`src/rtl/tl_source_allocator_if.sv`:
```
// Handshake and status bundle for the TileLink source-ID allocator.
// The slave modport is the allocator; the master modport is the adapter datapath driving it.
interface tl_source_allocator_if #(
  parameter int HostSourceWidth   = 4,
  parameter int DeviceSourceWidth = 2
);
  localparam int unsigned NumIds = 1 << DeviceSourceWidth;

  logic                         alloc_valid_i;
  logic                         alloc_ready_o;
  logic [HostSourceWidth-1:0]   alloc_host_source_i;
  logic [DeviceSourceWidth-1:0] alloc_id_o;
  logic                         free_valid_i;
  logic [DeviceSourceWidth-1:0] free_id_i;
  logic [DeviceSourceWidth-1:0] lookup_id_i;
  logic [HostSourceWidth-1:0]   lookup_source_o;
  logic                         drain_i;
  logic [NumIds-1:0]            busy_o;
  logic [DeviceSourceWidth:0]   count_o;
  logic                         full_o;
  logic                         idle_o;
  logic                         error_o;

  modport slave (
    input  alloc_valid_i, alloc_host_source_i, free_valid_i, free_id_i,
           lookup_id_i, drain_i,
    output alloc_ready_o, alloc_id_o, lookup_source_o, busy_o, count_o,
           full_o, idle_o, error_o
  );

  modport master (
    output alloc_valid_i, alloc_host_source_i, free_valid_i, free_id_i,
           lookup_id_i, drain_i,
    input  alloc_ready_o, alloc_id_o, lookup_source_o, busy_o, count_o,
           full_o, idle_o, error_o
  );
endinterface

```
`src/rtl/tl_source_allocator.sv`:
```
// Dynamic device source-ID allocator: grants the lowest free ID per request burst,
// remembers the host source against it, and releases it on the terminating D beat.
module tl_source_allocator #(
  parameter int HostSourceWidth   = 4,
  parameter int DeviceSourceWidth = 2
) (
  input  logic                  clk_i,
  input  logic                  rst_i,
  tl_source_allocator_if.slave  bus
);
  localparam int unsigned NumIds = 1 << DeviceSourceWidth;
  localparam int          CntW   = DeviceSourceWidth + 1;

  logic [NumIds-1:0]            r_busy;
  logic [HostSourceWidth-1:0]   r_table [NumIds];
  logic [CntW-1:0]              r_count;
  logic                         r_err;

  logic [DeviceSourceWidth-1:0] w_alloc_id;
  logic                         w_found;
  logic                         w_full;
  logic                         w_ready;
  logic                         w_alloc_fire;
  logic                         w_free_legal;
  logic                         w_free_illegal;

  // Lowest clear bit of the registered busy vector; a same-cycle free is not seen here,
  // which is what keeps the granted ID distinct from free_id_i.
  always_comb begin
    w_alloc_id = '0;
    w_found    = 1'b0;
    for (int unsigned i = 0; i < NumIds; i++) begin
      if (!r_busy[i] && !w_found) begin
        w_found    = 1'b1;
        w_alloc_id = DeviceSourceWidth'(i);
      end
    end
  end

  assign w_full         = (r_count == CntW'(NumIds));
  assign w_ready        = !w_full && !bus.drain_i;
  assign w_alloc_fire   = bus.alloc_valid_i && w_ready;
  assign w_free_legal   = bus.free_valid_i && r_busy[bus.free_id_i];
  assign w_free_illegal = bus.free_valid_i && !r_busy[bus.free_id_i];

  always_ff @(posedge clk_i or posedge rst_i) begin
    if (rst_i) begin
      r_busy  <= '0;
      r_count <= '0;
      r_err   <= 1'b0;
      for (int unsigned i = 0; i < NumIds; i++) begin
        r_table[i] <= '0;
      end
    end else begin
      if (w_alloc_fire) begin
        r_busy[w_alloc_id]  <= 1'b1;
        r_table[w_alloc_id] <= bus.alloc_host_source_i;
      end
      if (w_free_legal) begin
        r_busy[bus.free_id_i] <= 1'b0;
      end
      if (w_free_illegal) begin
        r_err <= 1'b1;
      end
      r_count <= r_count + CntW'(w_alloc_fire) - CntW'(w_free_legal);
    end
  end

  assign bus.alloc_ready_o   = w_ready;
  assign bus.alloc_id_o      = w_alloc_id;
  assign bus.lookup_source_o = r_table[bus.lookup_id_i];
  assign bus.busy_o          = r_busy;
  assign bus.count_o         = r_count;
  assign bus.full_o          = w_full;
  assign bus.idle_o          = (r_count == '0);
  assign bus.error_o         = r_err;
endmodule

```
`src/flat_wrapper.sv`:
```
// flat-port wrapper written by rule: the top's interface ports become plain ports
module tl_source_allocator_flat 
#(
  parameter int HostSourceWidth   = 4,
  parameter int DeviceSourceWidth = 2
)
  (clk_i, rst_i, bus_alloc_valid_i, bus_alloc_host_source_i, bus_free_valid_i, bus_free_id_i, bus_lookup_id_i, bus_drain_i, bus_alloc_ready_o, bus_alloc_id_o, bus_lookup_source_o, bus_busy_o, bus_count_o, bus_full_o, bus_idle_o, bus_error_o);
  tl_source_allocator_if #(.HostSourceWidth(HostSourceWidth), .DeviceSourceWidth(DeviceSourceWidth)) bus_i ();
  input  logic clk_i;
  input  logic rst_i;
  input wire logic [$bits(bus_i.alloc_valid_i)-1:0] bus_alloc_valid_i;
  input wire logic [$bits(bus_i.alloc_host_source_i)-1:0] bus_alloc_host_source_i;
  input wire logic [$bits(bus_i.free_valid_i)-1:0] bus_free_valid_i;
  input wire logic [$bits(bus_i.free_id_i)-1:0] bus_free_id_i;
  input wire logic [$bits(bus_i.lookup_id_i)-1:0] bus_lookup_id_i;
  input wire logic [$bits(bus_i.drain_i)-1:0] bus_drain_i;
  output wire logic [$bits(bus_i.alloc_ready_o)-1:0] bus_alloc_ready_o;
  output wire logic [$bits(bus_i.alloc_id_o)-1:0] bus_alloc_id_o;
  output wire logic [$bits(bus_i.lookup_source_o)-1:0] bus_lookup_source_o;
  output wire logic [$bits(bus_i.busy_o)-1:0] bus_busy_o;
  output wire logic [$bits(bus_i.count_o)-1:0] bus_count_o;
  output wire logic [$bits(bus_i.full_o)-1:0] bus_full_o;
  output wire logic [$bits(bus_i.idle_o)-1:0] bus_idle_o;
  output wire logic [$bits(bus_i.error_o)-1:0] bus_error_o;
  assign bus_i.alloc_valid_i = bus_alloc_valid_i;
  assign bus_i.alloc_host_source_i = bus_alloc_host_source_i;
  assign bus_i.free_valid_i = bus_free_valid_i;
  assign bus_i.free_id_i = bus_free_id_i;
  assign bus_i.lookup_id_i = bus_lookup_id_i;
  assign bus_i.drain_i = bus_drain_i;
  assign bus_alloc_ready_o = bus_i.alloc_ready_o;
  assign bus_alloc_id_o = bus_i.alloc_id_o;
  assign bus_lookup_source_o = bus_i.lookup_source_o;
  assign bus_busy_o = bus_i.busy_o;
  assign bus_count_o = bus_i.count_o;
  assign bus_full_o = bus_i.full_o;
  assign bus_idle_o = bus_i.idle_o;
  assign bus_error_o = bus_i.error_o;
  tl_source_allocator #(.HostSourceWidth(HostSourceWidth), .DeviceSourceWidth(DeviceSourceWidth)) u_core (.clk_i(clk_i), .rst_i(rst_i), .bus(bus_i));
endmodule
```
`config.mk`:
```
export PLATFORM = sky130hd
export DESIGN_NAME = tl_source_allocator_flat
export DESIGN_NICKNAME = d
export VERILOG_FILES = /design/src/rtl/tl_source_allocator_if.sv /design/src/rtl/tl_source_allocator.sv /design/src/flat_wrapper.sv
export SDC_FILE = /design/constraint.sdc
export NUM_CORES = 1
export LEC_CHECK = 0
export ABC_AREA = 1
export BUFFER_PORTS_ARGS = -buffer_cell sky130_fd_sc_hd__buf_4
export CAP_MARGIN = 20
export CORE_MARGIN = 2
export CORE_UTILIZATION = 35
export CTS_BUF_LIST = sky130_fd_sc_hd__clkbuf_4 sky130_fd_sc_hd__clkbuf_8
export DETAILED_ROUTE_END_ITERATION = 6
export GPL_ROUTABILITY_DRIVEN = 0
export GPL_TIMING_DRIVEN = 0
export MAX_ROUTING_LAYER = met4
export PLACE_DENSITY_LB_ADDON = 0.05
export SLEW_MARGIN = 5
export SYNTH_ARGS = -nofsm -noshare
export SYNTH_HDL_FRONTEND = slang
export SYNTH_SLANG_ARGS = --single-unit
export TNS_END_PERCENT = 10
```
`constraint.sdc`:
```
create_clock -name clk_i -period 3.55 [get_ports clk_i]
set_input_delay 0.1775 -clock clk_i [delete_from_list [all_inputs] [get_ports clk_i]]
set_output_delay 0.1775 -clock clk_i [all_outputs]
set_load 0.03 [all_outputs]
```
==> results of run 1 <==
## power by group
part | leakage, nW | total (mW) | switching, mW | internal (mW)
registers | 0.292 | 0.508 | 0.111 | 0.397
logic | 0.601 | 0.681 | 0.430 | 0.251
clock network | 0.0357 | 0.246 | 0.0949 | 0.151
## routing by layer
metal	GRT usage	share of wire	vias to the layer above
met5	-	0	-
met4	0.07813	0.020	0
met3	0.02055	0.051	5
met2	0.2309	0.43	26
met1	0.2229	0.50	516
li1	-	-	593
## layout by cell type, fill, tap and decap left out, drive strengths merged
master / instances
nand4: 5
nor3: 1
dfrtp: 24
clkbuf: 3
nand3: 8
nand2: 65
inv: 27
a21oi: 3
fa: 1
nor2: 12
o22ai: 3
o21bai: 1
bufinv: 1
ha: 2
clkinv: 1
o21ai: 14
buf: 29
xnor2: 2
## synth_stat cells
library cell / count
nand2_1: 62
inv_1: 25
dfrtp_1: 24
o21ai_0: 13
nand3_1: 7
nor2_1: 7
nor2_2: 4
a21oi_1: 3
nand4_1: 3
o22ai_1: 3
ha_1: 2
inv_2: 2
nand2_2: 2
xnor2_1: 2
clkinv_2: 1
fa_1: 1
nand2_4: 1
nand3_4: 1
nand4_2: 1
nand4_4: 1
nor2_4: 1
nor3_1: 1
o21ai_1: 1
o21bai_1: 1
## critical path: cells and delay by family (launching register included)
family                     cells  cell delay (ps)
and+or+nand+nor                3              210
buffers and inverters          2              100
DFF                            1              530
xor gates and xnor gates       1              130
AOI/OAI and AO/OA              1              180
adders and majority gates      3              750
## flip-flops by register name, summed over array words and instances (netlist names)
signal / cells
u_core.bus.busy_o: 4
u_core.r_table: 16
u_core.bus.error_o: 1
u_core.bus.count_o: 3
## how the worst max path moves through the flow
stage,slack (ps),from,end,cells after the start
after floorplan,1570,u_core.bus.busy_o[2]$_DFF_PP0_,u_core.bus.count_o[2]$_DFF_PP0_,10
after global placement,1560,u_core.bus.busy_o[2]$_DFF_PP0_,u_core.bus.count_o[2]$_DFF_PP0_,10
after detailed placement,1540,u_core.bus.busy_o[2]$_DFF_PP0_,u_core.bus.count_o[2]$_DFF_PP0_,10
after CTS,1520,u_core.bus.busy_o[2]$_DFF_PP0_,u_core.bus.count_o[2]$_DFF_PP0_,10
after global routing,1380,u_core.bus.busy_o[2]$_DFF_PP0_,u_core.bus.count_o[2]$_DFF_PP0_,10
final,1540,u_core.bus.busy_o[2]$_DFF_PP0_,u_core.bus.count_o[2]$_DFF_PP0_,10
## through the flow
stage | hold WS, ps | std cells
after detailed placement | 419.1 | 246
after global routing | 129.6 | 250
after floorplan | 192.1 | 169
final | 112.8 | 250
after global placement | 417.8 | 246
after CTS | 137.0 | 250
## kinds of logic after synthesis
| logic type | Yosys count | share of synthesized area |
|---|---|---|
| adders and majority gates | 3 | 0.03438 |
| and+or+nand+nor | 91 | 0.3276 |
| DFF | 24 | 0.4585 |
| buffers and inverters | 28 | 0.08118 |
| xor gates and xnor gates | 2 | 0.01337 |
| AOI/OAI and AO/OA | 21 | 0.08500 |
## layout make-up
cell class,count,area (µm²)
tap,48,60.06
clock buffer,3,41.29
inverter,28,106.4
timing repair buffer,29,217.7
multi-input combinational,117,603.1
sequential,24,600.6
clock inverter,1,30.03
fill,386,1974
==> results.json, run 1 <==
{
  "period_share": 0.5663,
  "rsz0062_at_grt": "false",
  "die_w_um": 65.18,
  "place_hpwl_um": 2247,
  "max_freq_ghz": 0.4974,
  "drt-initial-drc-count": 17,
  "timing.rr.start": "u_core.bus.busy_o[2]$_DFF_PP0_",
  "syn_inst": 169,
  "hold_violations": 0,
  "powerDensity_nw_per_um2": 864.7,
  "placed_cell_area_um2": 1588,
  "maxCapViolCount": 0,
  "rows": 22,
  "hold_class": "input port to asynchronous set/reset pin",
  "seq_area_frac_synth": 0.4585,
  "grt_pass1_wl_um": 5050,
  "synth_nets": 185,
  "first_pass_iters": 4,
  "cts_hold_buf": 0,
  "dieArea_um2": 4248,
  "drc_errors": 0,
  "clkTransAtPathRegs_ps": 90,
  "port_buffers": 29,
  "setup_slack_ps": 1540,
  "drive_above_1_share": 0.2327,
  "power.total_mw": 1.435,
  "cts-htree-levels": 1,
  "insertion_delay_ps": 270,
  "ys_top_cells_by_area": "dfrtp_1 (46%), nand2_1 (18%), inv_1 (7.2%)",
  "yosysTopAreaCellShare": 0.4585,
  "coreArea_um2": 3633,
  "tritoncts": "yes",
  "fin_nets": 219,
  "cts_resized": 0,
  "cp.arrival_ps": 2180,
  "cp.required_ps": 3710,
  "yosys_register_bits": 24,
  "leakagePower_nw": 0.9293,
  "via_per_inst": 4.560,
  "ir_worst_vdd_uv": 422.0,
  "reg2reg_depth": 10,
  "crit_top_cell": "nand2_1",
  "grt_start_max_net_pins": 25,
  "slew_headroom": 0.3766,
  "place_ws_ps": 1540,
  "crit_type": "flop to flop",
  "ios": 30,
  "fin_crit_ps": 2010,
  "root_buffer": "clkbuf_8",
  "grt_use_total": 0.1603,
  "synth_warnings": 0,
  "maxSlewViolCount": 0,
  "diodes": 0,
  "wl_per_cell_um": 11.60,
  "ctsLongestPathBuffers": 2,
  "yosysUniqueCellTypes": 24,
  "clock-sinks": 24,
  "die_y_um": 65.18,
  "reg2reg_slack_ps": 1540,
  "worstReg2RegEnd": "u_core.bus.count_o[2]$_DFF_PP0_",
  "cp_cell_sequence": "nand2_1 -> nand2_1 -> nand2_1 -> a21oi_1 -> ha_1 -> inv_1 -> ha_1 -> inv_1 -> fa_1 -> xnor2_1",
  "post_cts_buffers": 0,
  "worst-path-max-fanout": 8,
  "setup_viol": 0,
  "final_area_um2": 1659,
  "crit_slowest_cell": "dfrtp_1",
  "crit_path_end_kind": "flop",
  "grt_pass1_vias": 1082,
  "syn_area_um2": 1310,
  "antenna_found_initial": 0,
  "status": "complete, no violations",
  "tns_ps": 0,
  "post-route-util": 0.4566,
  "vias": 1140,
  "initial_core_util": 0.3605,
  "start_kind": "flop",
  "fin_skew_ps": 2.435,
  "worst_pin_slew_ps": 934.0,
  "yosysTopAreaCell": "dfrtp_1",
  "final_antenna_net_count": 0,
  "wl_um": 2901,
  "syn_to_final_growth_pct": 26.65,
  "syn_area_per_cell_um2": 7.752,
  "slowest_delay_ps": 530,
  "cts_made_buffers": 3,
  "overflow": 0
}
Note: power is estimated with default switching activity, not from simulation.
==> inputs of run 2 (changes only) <==
--- a/config.mk
+++ b/config.mk
@@ -5,7 +5,7 @@
 export SDC_FILE = /design/constraint.sdc
 export NUM_CORES = 1
 export LEC_CHECK = 0
-export ABC_AREA = 1
+export ABC_AREA = 0
 export BUFFER_PORTS_ARGS = -buffer_cell sky130_fd_sc_hd__buf_4
 export CAP_MARGIN = 20
 export CORE_MARGIN = 2
==> constraint.sdc (replaced) <==
create_clock -name clk_i -period 1.7 [get_ports clk_i]
set_input_delay 0.085 -clock clk_i [delete_from_list [all_inputs] [get_ports clk_i]]
set_output_delay 0.085 -clock clk_i [all_outputs]
set_load 0.03 [all_outputs]
==> results.json, run 2 <==
{
  "largest_reg_flops": 16,
  "rsz0062_at_grt": "true",
  "ys_top_cells_by_area": "dfrtp_1 (51%), mux2_1 (12%), mux4_2 (9.5%)",
  "first_pass_iters": 4,
  "largest-register": "u_core.r_table",
  "worst_pin_slew_ps": 924.5,
  "ctsLongestPathBuffers": 2,
  "layout_common_cells": "buf_4 (35), dfrtp_1 (19), mux2_1 (13)",
  "seq_area_frac_synth": 0.5085,
  "yosys_register_bits": 24,
  "grt_pass1_wl_um": 3774,
  "place_ws_ps": -646.0,
  "root_buffer": "clkbuf_4",
  "tritoncts": "yes",
  "whs_ps": -35.41,
  "grt_pass1_vias": 808,
  "synth_warnings": 0,
  "syn_to_final_growth_pct": 36.44,
  "cts-htree-levels": 1,
  "hold_violations": 24,
  "dieArea_um2": 3855,
  "die_y_um": 62.09,
  "period_share": 1.288,
  "synth_edf_count": 0,
  "via_per_inst": 4.894,
  "seq_area_um2": 606.8,
  "setup_viol": 2,
  "place_hpwl_um": 1772,
  "syn_area_per_cell_um2": 14.40,
  "synth_nets": 98,
  "ir_worst_vdd_uv": 636.2,
  "drc_errors": 0,
  "maxSlewViolCount": 0,
  "initial_core_util": 0.3596,
  "clkTransAtPathRegs_ps": 130,
  "multiInputGateArea_um2": 595.6,
  "timing.rr.start": "u_core.bus.busy_o[3]$_DFF_PP0_",
  "fin_nets": 141,
  "yosysTopAreaCell": "dfrtp_1",
  "diodes": 0,
  "async_flop_share": 1.000,
  "final_antenna_net_count": 0,
  "overflow": 0,
  "worst-path-max-fanout": 2,
  "yosysUniqueCellTypes": 26,
  "wl_per_cell_um": 13.97,
  "wl_um": 2375,
  "port_buffers": 29,
  "die_w_um": 62.09,
  "fin_crit_ps": 2189,
  "vias": 832,
  "reg2reg_slack_ps": -490,
  "yosysTopAreaCellShare": 0.5085,
  "antenna_found_initial": 0,
  "drive_above_1_share": 0.5161,
  "final-instance-count-excl-fill": 170,
  "yosys-top-cells-count": "dfrtp_1 (24), mux2_1 (13), inv_1 (6)",
  "violations": "hold timing, setup timing",
  "leakagePower_nw": 0.7240,
  "worstReg2RegEnd": "u_core.bus.count_o[2]$_DFF_PP0_",
  "status": "finished with violations",
  "start_kind": "flop",
  "coreArea_um2": 3284,
  "cp.arrival_ps": 2400,
  "crit_type": "flop to flop",
  "slew_headroom": 0.3830,
  "syn_area_um2": 1181,
  "syn_inst": 82,
  "grt_start_max_net_pins": 25,
  "max_freq_ghz": 0.4568,
  "grt_use_total": 0.1433,
  "rows": 21,
  "yosysMostFrequentCell": "dfrtp_1",
  "crit_path_end_kind": "flop",
  "insertion_delay_ps": 310,
  "ys.flop_type": "dfrtp_1",
  "cts_made_buffers": 3,
  "dp_cells": 157,
  "hold_class": "input port to asynchronous set/reset pin",
  "cp.required_ps": 1910,
  "n_fill_cell": 310,
  "powerDensity_nw_per_um2": 1796,
  "drt-initial-drc-count": 26,
  "clock-sinks": 24,
  "maxCapViolCount": 0,
  "ios": 30,
  "layout_commonest_cell": "buf_4",
  "crit_start": "u_core.bus.busy_o[3]$_DFF_PP0_",
  "reg2reg_depth": 9,
  "fin_skew_ps": 4.864,
  "setup_slack_ps": -489.2
}
==> run 2: cell count changes in the layout (fill, tap and decap cells not counted), moves of 4 or more <==
cell and change:
nand2b_1 +4, nor2_2 -4, nor2_1 -5, nand3_1 -5, inv_1 -21, dfrtp_1 -5, mux4_2 +5, buf_4 +6
o21ai_0 -12, mux2_1 +13, dfrtp_2 +5, nand2_1 -59
==> run 2: repair_timing <==
item / 4_1_cts / 5_1_grt
endpoints found under the setup margin: 3 / 10
pin swaps: 4 / 3
hold buffers: 3 / 0
setup buffers: 5 / 1
gates cloned: 0 / 0
resized for setup: 7 / 1
endpoints found under the hold margin: 6 / 0
==> run 2: area by class of cell <==
cell class / instances / share of cell area
sequential: 24 / 0.3766
clock buffer: 4 / 0.02252
inverter: 6 / 0.01398
tap: 46 / 0.03571
multi-input combinational: 52 / 0.3696
timing repair buffer: 38 / 0.1817
==> run 2: critical path: stages (launching register included) <==
cell and delay, ps:
dfrtp_2 430, mux4_2 480, and2_4 160, ha_4 200, inv_2 60, ha_4 110
inv_2 30, fa_2 350, xnor2_2 140, xnor2_1 120
==> run 2: report_power, final <==
group          switching (mW)  total [mW]  leakage [nW]  internal, mW
Sequential              0.176        1.03         0.281         0.851
Combinational           0.822        1.57         0.422         0.747
Clock                   0.168       0.299        0.0210         0.131
Total                    1.17        2.89         0.724          1.73
==> run 2: through the flow <==
| stage | util | area [µm²] | TNS (ps) | total power, mW |
|---|---|---|---|---|
| final | 0.4907 | 1612 | -893.4 | 2.895 |
| after global routing | 0.4907 | 1612 | -1039 | 3.110 |
| after CTS | 0.4880 | 1603 | -928.1 | 2.916 |
| after detailed placement | 0.4457 | 1464 | -1325 | 2.444 |
| after global placement | 0.4457 | 1464 | -1299 | 2.413 |
| after floorplan | - | 1189 | -2421 | 1.984 |
==> run 2: layer usage <==
metal | GRT usage | share of wire | up-vias
li1 | - | - | 382
met1 | 0.1786 | 0.41 | 433
met2 | 0.2351 | 0.54 | 15
met3 | 0.02070 | 0.037 | 2
met4 | 0.05471 | 0.0084 | 0
met5 | - | 0 | -
==> run 2: how the worst max path moves through the flow <==
stage | to | depth (start not counted)
2_1_floorplan | u_core.bus.count_o[2]$_DFF_PP0_ | 9
3_3_place_gp | u_core.bus.count_o[2]$_DFF_PP0_ | 9
3_5_place_dp | u_core.bus.count_o[2]$_DFF_PP0_ | 9
4_1_cts | u_core.bus.count_o[2]$_DFF_PP0_ | 9
5_1_grt | u_core.bus.count_o[2]$_DFF_PP0_ | 9
6_report | u_core.bus.count_o[2]$_DFF_PP0_ | 9
==> run 2: cell families after synthesis <==
| logic type | count (synthesis) | share of synthesized area |
|---|---|---|
| AND/OR/NAND/NOR | 19 | 0.1250 |
| adder cells (fa/ha/maj) | 3 | 0.03813 |
| flip-flops | 24 | 0.5085 |
| multiplexers | 21 | 0.2479 |
| AO/OA/AOI/OAI | 7 | 0.04660 |
| XOR/XNOR | 2 | 0.01483 |
| buffers and inverters | 6 | 0.01907 |
